## config.mk

```make
export PLATFORM = sky130hd
export DESIGN_NAME = tick_timer_sched
export DESIGN_NICKNAME = d
export VERILOG_FILES = /design/src/rtl/tick_timer_pkg.sv /design/src/rtl/tick_prescaler.sv /design/src/rtl/tick_timer_sched.sv
export SDC_FILE = /design/constraint.sdc
export NUM_CORES = 1
export LEC_CHECK = 0
export ABC_AREA = 1
export CORE_MARGIN = 5
export CORE_UTILIZATION = 40
export DETAILED_ROUTE_END_ITERATION = 8
export MAX_ROUTING_LAYER = met4
export PLACE_DENSITY_LB_ADDON = 0.08
export SLEW_MARGIN = 20
export SYNTH_ARGS = -nofsm -noshare
export SYNTH_HDL_FRONTEND = slang
export SYNTH_SLANG_ARGS = --single-unit
```

## constraint.sdc

```tcl
create_clock -name clk -period 4 [get_ports clk]
set_clock_uncertainty 0.05 [all_clocks]
set_input_delay 0.6 -clock clk [delete_from_list [all_inputs] [get_ports clk]]
set_output_delay 0.6 -clock clk [all_outputs]
set_load 0.005 [all_outputs]
```

## src/rtl/tick_timer_pkg.sv

```systemverilog
// Shared types and default constants for the tick timer scheduler and its prescaler.
package tick_timer_pkg;

  typedef enum logic [1:0] {
    IDLE = 2'd0,
    PEND = 2'd1,
    RUN  = 2'd2
  } ch_state_t;

  localparam int CLK_DIV_DEFAULT = 50000;
  localparam int CNT_W_DEFAULT   = 16;
  localparam int NUM_CH_DEFAULT  = 4;

endpackage

```

## src/rtl/tick_prescaler.sv

```systemverilog
// Base-tick divider: one-cycle registered tick every DIV clk cycles, first tick DIV cycles after clr.
module tick_prescaler
  import tick_timer_pkg::*;
#(
  parameter int DIV = CLK_DIV_DEFAULT
) (
  input  logic clk,
  input  logic clr,
  output logic tick
);

  localparam int W = (DIV > 1) ? $clog2(DIV) : 1;
  localparam logic [W-1:0] LAST = W'(DIV - 1);

  logic [W-1:0] cnt;

  always_ff @(posedge clk or posedge clr) begin
    if (clr) begin
      cnt  <= '0;
      tick <= 1'b0;
    end else begin
      tick <= (cnt == LAST);
      cnt  <= (cnt == LAST) ? '0 : cnt + 1'b1;
    end
  end

endmodule

```

## src/rtl/tick_timer_sched.sv

```systemverilog
// Shared countdown-timer service: prescaler, round-robin load arbiter and NUM_CH channel FSMs.
// Optional periodic auto-reload is enabled by defining TICK_TIMER_AUTORELOAD_EN.
module tick_timer_sched
  import tick_timer_pkg::*;
#(
  parameter int CLK_DIV = CLK_DIV_DEFAULT,
  parameter int NUM_CH  = NUM_CH_DEFAULT,
  parameter int CNT_W   = CNT_W_DEFAULT
) (
  input  logic                    clk,
  input  logic                    clr,
  input  logic [NUM_CH-1:0]       req,
  input  logic [NUM_CH*CNT_W-1:0] load_val,
  output logic [NUM_CH-1:0]       ack,
  input  logic [NUM_CH-1:0]       cancel,
`ifdef TICK_TIMER_AUTORELOAD_EN
  input  logic [NUM_CH-1:0]       periodic,
`endif
  output logic [NUM_CH-1:0]       busy,
  output logic [NUM_CH-1:0]       expire,
  output logic                    tick
);

  localparam int PTR_W = (NUM_CH > 1) ? $clog2(NUM_CH) : 1;

  logic [PTR_W-1:0]  ptr;
  logic [PTR_W-1:0]  gidx;
  logic              found;
  logic [NUM_CH-1:0] elig;
  logic [NUM_CH-1:0] grant;

  tick_prescaler #(.DIV(CLK_DIV)) u_prescaler (
    .clk  (clk),
    .clr  (clr),
    .tick (tick)
  );

  // First eligible channel at or after the pointer wins this cycle.
  always_comb begin
    int idx;
    logic [PTR_W-1:0] cand;
    grant = '0;
    gidx  = '0;
    found = 1'b0;
    idx   = 0;
    cand  = '0;
    for (int k = 0; k < NUM_CH; k++) begin
      idx = int'(ptr) + k;
      if (idx >= NUM_CH) idx = idx - NUM_CH;
      cand = PTR_W'(idx);
      if (!found && elig[cand]) begin
        found       = 1'b1;
        grant[cand] = 1'b1;
        gidx        = cand;
      end
    end
  end

  always_ff @(posedge clk or posedge clr) begin
    if (clr) begin
      ptr <= '0;
    end else if (found) begin
      ptr <= (gidx == PTR_W'(NUM_CH - 1)) ? '0 : gidx + 1'b1;
    end
  end

  for (genvar i = 0; i < NUM_CH; i++) begin : g_ch
    ch_state_t        st, st_nxt;
    logic [CNT_W-1:0] cnt, cnt_nxt;
    logic [CNT_W-1:0] ld;
    logic             ack_q, ack_nxt, exp_q, exp_nxt, busy_q;
`ifdef TICK_TIMER_AUTORELOAD_EN
    logic [CNT_W-1:0] rld, rld_nxt;
`endif

    assign ld = load_val[i*CNT_W +: CNT_W];

    // A running channel with req high is a retrigger; the ack cycle is masked
    // because the requester still holds req while it sees ack.
    assign elig[i] = req[i] & ~cancel[i] & ~ack_q & ((st == PEND) | (st == RUN));

    always_comb begin
      st_nxt  = st;
      cnt_nxt = cnt;
      ack_nxt = 1'b0;
      exp_nxt = 1'b0;
`ifdef TICK_TIMER_AUTORELOAD_EN
      rld_nxt = rld;
`endif
      if (cancel[i]) begin
        st_nxt = IDLE;
      end else if (grant[i]) begin
        st_nxt  = RUN;
        cnt_nxt = ld;
        ack_nxt = 1'b1;
`ifdef TICK_TIMER_AUTORELOAD_EN
        rld_nxt = ld;
`endif
      end else begin
        case (st)
          IDLE: if (req[i]) st_nxt = PEND;
          PEND: if (!req[i]) st_nxt = IDLE;
          RUN: begin
            if ((cnt == '0) || (tick && (cnt == CNT_W'(1)))) begin
              exp_nxt = 1'b1;
`ifdef TICK_TIMER_AUTORELOAD_EN
              if (periodic[i]) begin
                cnt_nxt = (rld == '0) ? CNT_W'(1) : rld;
              end else begin
                st_nxt  = IDLE;
                cnt_nxt = '0;
              end
`else
              st_nxt  = IDLE;
              cnt_nxt = '0;
`endif
            end else if (tick) begin
              cnt_nxt = cnt - 1'b1;
            end
          end
          default: st_nxt = IDLE;
        endcase
      end
    end

    always_ff @(posedge clk or posedge clr) begin
      if (clr) begin
        st     <= IDLE;
        cnt    <= '0;
        ack_q  <= 1'b0;
        exp_q  <= 1'b0;
        busy_q <= 1'b0;
`ifdef TICK_TIMER_AUTORELOAD_EN
        rld    <= '0;
`endif
      end else begin
        st     <= st_nxt;
        cnt    <= cnt_nxt;
        ack_q  <= ack_nxt;
        exp_q  <= exp_nxt;
        busy_q <= (st_nxt != IDLE);
`ifdef TICK_TIMER_AUTORELOAD_EN
        rld    <= rld_nxt;
`endif
      end
    end

    assign ack[i]    = ack_q;
    assign expire[i] = exp_q;
    assign busy[i]   = busy_q;
  end

endmodule

```

# Yosys cells after proc, flatten, opt, wreduce, memory -nomap -nowiden
# Cells that the tools add are included.
# classes
n_addsub	13
order_cmp	12
eq_ne	14
n_mux	98
n_bitwise	27
n_reduce_logical	42
# op_table
cell	count
$mux 16	17
$eq 16x1->1 const B	4
$logic_not 16->1	4
$sub 16x1->16 const B	4
$mux 2	29
$mux 1	36
$pmux 2 s3	4
$add 16x1->16 const B	1
$eq 16x16->1 const B	1
$mux 4	4
$reduce_bool 2->1	8
$and 1x1->1	12
$lt 2x3->1 const B	4
$or 4x4->4	3
$reduce_and 3->1	4
$reduce_bool 3->1	4
$logic_and 1x1->1	11
$eq 2x2->1 const B	5
$ge 3x3->1 const B	3
$bmux 1 s2	4
$demux 1 s2	4
$eq 2x1->1 const B	4
$ge 2x1->1 const B	4
$logic_not 2->1	4
9 further kinds	28
# word_totals
ff_bits	103
inputBits	74
out_inout_bits	13
wordCells	229

# Logic depth before layout (Yosys ltp)
# logic_depth
word_depth	19
ltp_mapped	18
mapped_depth_nobuf	16

# Hierarchy
# Synthesis repeated with hierarchy kept, for this count alone.
# hier_totals
cells_unflattened	1210
hier_area_um2	8246.7
# modules_own_cells
mod	instances	cells_per_inst	area_each_um2	seq_area_each_um2
tick_timer_sched	1	1087	7340.8	2152.1
tick_prescaler	1	123	905.9	425.4

# Worst setup path after synthesis
# No wires, ideal clock.
# synth_path
path_type	flip-flop to flip-flop
from	reg ptr[1]
to	reg g_ch[1].cnt[0]
setup_ns	0.116
arrival_ns	2.212
required_ns	3.834
setup_slack_ns	1.622
path_stages_with_launch	15
n_path_buf	2
synth_period_minus_slack_ns	2.378
cell_sequence	dfrtp_1 -> inv_1 -> ha_1 -> inv_1 -> nand3_1 -> nand2_2 -> nand2_4 -> nor2_8 -> nand3_4 -> nand2_4 -> nand2_2 -> buf_6 -> buf_6 -> nand3_2 -> nand2_1
# synth_via
elab_chain_len	16
elab_cells_between_ends	63
cone_classes	7 x add/sub; 12 x order compare; 28 x mux; 3 x bitwise; 13 x reduce/logical
# synth_lines
item	line	text
from (decl)	tick_timer_sched.sv:26	logic [PTR_W-1:0] ptr;
from (signal assigned)	tick_timer_sched.sv:63	ptr <= (gidx == PTR_W'(NUM_CH - 1)) ? '0 : gidx + 1'b1;
branches (longest 13 deep; another with $add 2x1->3)	-	
$mux 4 *	tick_timer_sched.sv:51	if (!found && elig[cand]) begin
$reduce_bool 3->1 (no line) or $reduce_bool 2->1 (tied branches)	-	
$reduce_and 3->1 (no line)	-	
to (signal assigned)	tick_timer_sched.sv:138	cnt <= cnt_nxt;
to (decl)	tick_timer_sched.sv:69	logic [CNT_W-1:0] cnt, cnt_nxt;
# Every way passes the cells marked *. The select of a mux whose other input is x is not followed.
# A chain may end at the register's enable or synchronous reset.

# Worst setup path in the final report
# layout_path
from	reg ptr[1]
to	reg g_ch[1].cnt[2]
# The elaborated chain is that of the path after synthesis.

==> results.py <==
metrics = {
    "run_status": {
        "status": "complete, no violations",
    },
    "cts": {
        "cts_resized": 0,
        "cts.sinks": 103,
        "clkLatencyLatePin_ns": 0.36,
        "cts_tree": "built",
        "cts.path.max_buffers": 2,
        "numCtsBuffers": 9,
        "cts_setup_buffers": 0,
        "h-tree-depth": 3,
        "holdBufCountCts": 0,
        "clk_pin_slew_ns": 0.08,
        "root_buffer": "clkbuf_16",
    },
    "grt": {
        "grt_max_degree": 65,
        "overflow": 0,
        "grt_pass1_vias": 7145,
        "grt_use_total_pct": 18.1,
        "antenna_found_initial": 0,
        "grt_first_pass_wirelength_um": 34900,
    },
    "cells_and_area": {
        "fin_nets": 1386,
        "n_antenna_cell": 0,
        "syn2layout_area_growth_pct": 15.7,
        "final_core_util_pct": 46.8,
        "final_area_mm2": 0.00944,
        "drive_gt1_share_pct": 7.81,
    },
    "job": {
        "timing.max_cap.violations": 0,
    },
    "timing": {
        "fmaxAchievable_mhz": 309,
        "slew_headroom_pct": 44.2,
        "whs_ns": 0.411,
        "period_share_pct": 81.0,
        "worst_pin_slew_ns": 0.837,
        "min_period_ns": 3.24,
        "fin_tns_setup_ns": 0,
        "setup_viol": 0,
        "finalHoldViolCount": 0,
        "drv_slew": 0,
        "grt_setup_unrepaired": "no",
    },
    "routing": {
        "finalWirelength_um": 20500,
        "drcViolationCount": 0,
        "viasPerCell": 4.87,
        "drt_pass1_iterations": 5,
        "drtIter0Drc": 332,
        "post_drt_wl_per_cell_um": 13.2,
        "ant_nets": 0,
        "vias": 7545,
    },
    "place": {
        "dpl_cell_area_mm2": 0.00913,
        "place.gp.congestion": 0.824,
        "hpwl_um": 14500,
        "port_buffers": 86,
    },
    "floorplan": {
        "design.die.area_mm2": 0.0234,
        "core_area_mm2": 0.0202,
        "die_h_um": 153,
        "die_w_um": 153,
        "io_pins": 87,
        "row_count": 52,
        "initial_utilization_pct": 40.5,
    },
    "synthesis": {
        "synth_edf_count": 0,
        "synth-main-ff-cell": "dfrtp_1",
        "ys_types": 41,
        "netlist_area_mm2": 0.00816,
        "synth_seq_cells": 103,
        "yosysSeqAreaShare_pct": 31.6,
        "syn-num-nets": 1320,
        "yosysWarningCount": 0,
        "syn_inst": 1210,
        "syn_area_per_cell_um2": 6.74,
        "async_flop_share_pct": 100,
    },
    "power_and_ir_drop": {
        "cellPowerDensity_mw_per_mm2": 696,
        "ir_drop_uv": 298,
        "power_leakage_nw": 5.09,
    },
    "hold_path": {
        "hp-class": "flop to flop",
    },
    "worst_setup_path": {
        "crit_type": "flop to flop",
        "startpoint_type": "flop",
        "cp.arrival_ns": 3.49,
        "required_ns": 4.25,
        "cpMostUsedCell": "nand2_2",
        "crit_slowest_cell": "dfrtp_1",
        "cp_max_fo": 19,
        "cpPeakStageDelay_ns": 0.58,
        "endpoint_kind": "flop",
        "path_cells": "inv_1 -> ha_1 -> inv_1 -> nand3_1 -> nand2_2 -> nand2_4 -> nor2_8 -> nand3_4 -> nand2_4 -> nand2_2 -> nand2_2 -> nand2_1 -> nand2_1",
    },
}
sequential cells by signal, summed over array words and instances, names as in the netlist:
register and flops:
g_ch.ack_q 4, g_ch.cnt 64, ptr 2, u_prescaler.tick 1, g_ch.exp_q 4, g_ch.busy_q 4
u_prescaler.cnt 16, g_ch.st 8
through the flow:
stage | setup WS [ns] | std cells | power [mW]
3_3_place_gp | 0.559 | 1535 | 5.65
5_1_grt | 0.470 | 1550 | 7.31
4_1_cts | 0.746 | 1550 | 6.64
3_5_place_dp | 0.582 | 1535 | 5.66
6_report | 0.762 | 1550 | 6.57
2_1_floorplan | 0.646 | 1210 | 4.91
layout by cell type, fill, tap and decap left out, types with 5 or more instances in the layout:
master,instances
nand2_1,402
nand3_1,160
nor2_1,144
inv_1,115
dfrtp_1,103
clkdlybuf4s50_1,86
ha_1,36
nand3_2,26
o21ai_0,26
xor2_1,24
a21oi_1,23
nor3_1,17
buf_4,15
nand2_2,12
nand4_1,10
or2_2,9
clkbuf_16,9
nor3b_1,8
xnor2_1,7
nand2_4,6
nand3_4,5
area by class of cell:
| cell class | instances | area, um2 |
|---|---|---|
| clock buffer | 11 | 253 |
| sequential | 103 | 2580 |
| tap | 270 | 338 |
| fill | 2109 | 10700 |
| clock inverter | 4 | 52.6 |
| inverter | 122 | 463 |
| timing repair buffer | 101 | 973 |
| multi-input combinational | 939 | 4780 |
critical path, delay by kind of cell, from the launching register on:
kind                       cells  cell delay [ns]
buffers and inverters          2             0.39
adders and majority gates      1             0.38
DFF                            1             0.58
and+or+nand+nor               10             1.76
power by group:
part,total (mW),switching (mW),internal (mW)
logic,3.87,2.34,1.52
clock network,0.951,0.431,0.521
registers,1.75,0.380,1.37
total,6.57,3.16,3.41
cell families after synthesis:
kind of cell / count (synthesis) / synth area share (%)
AO/OA/AOI/OAI: 61 / 4.20
XOR/XNOR: 31 / 3.33
adder cells (fa/ha/maj): 36 / 5.52
buffers and inverters: 168 / 9.81
flip-flops: 103 / 31.6
AND/OR/NAND/NOR: 811 / 45.5
metal layers:
layer  vias up  wire length (um)  global-route usage (%)
li1       3948                 -                       -
met1      3466             10000                    24.6
met2       118              9560                    28.9
met3        13               730                    2.86
met4         0               183                    3.69
met5         -                 0                       -
cells in the mapped netlist (9+ instances only):
library cell | instances | area share (%)
nand3_1 | 160 | 9.8
dfrtp_1 | 103 | 32
or2_2 | 9 | 0.69
buf_6 | 11 | 1.5
inv_1 | 116 | 5.3
buf_4 | 16 | 1.5
buf_2 | 11 | 0.67
ha_1 | 36 | 5.5
xor2_1 | 24 | 2.6
nand3_2 | 26 | 3.2
a21oi_1 | 23 | 1.4
nor2_1 | 144 | 6.6
o21ai_0 | 26 | 1.6
nand4_1 | 10 | 0.77
nand2_1 | 402 | 18
nand2_2 | 12 | 0.92
nor3_1 | 17 | 1.0
path summary, 6_finish.rpt:
path	startpoint	endpoint	slack [ns]	depth (start not counted)
max reg2reg	ptr[1]	g_ch[1].cnt[2]	0.76	13
min reg2reg	u_prescaler.cnt[0]	u_prescaler.cnt[0]	0.41	1
max in group asynchronous	clr	g_ch[1].cnt[14]	2.34	3
min in group asynchronous	clr	g_ch[0].busy_q	0.70	2
max	ptr[1]	g_ch[1].cnt[2]	0.76	13
min	u_prescaler.cnt[0]	u_prescaler.cnt[0]	0.41	1
Note: power is estimated with default switching activity, not from simulation.
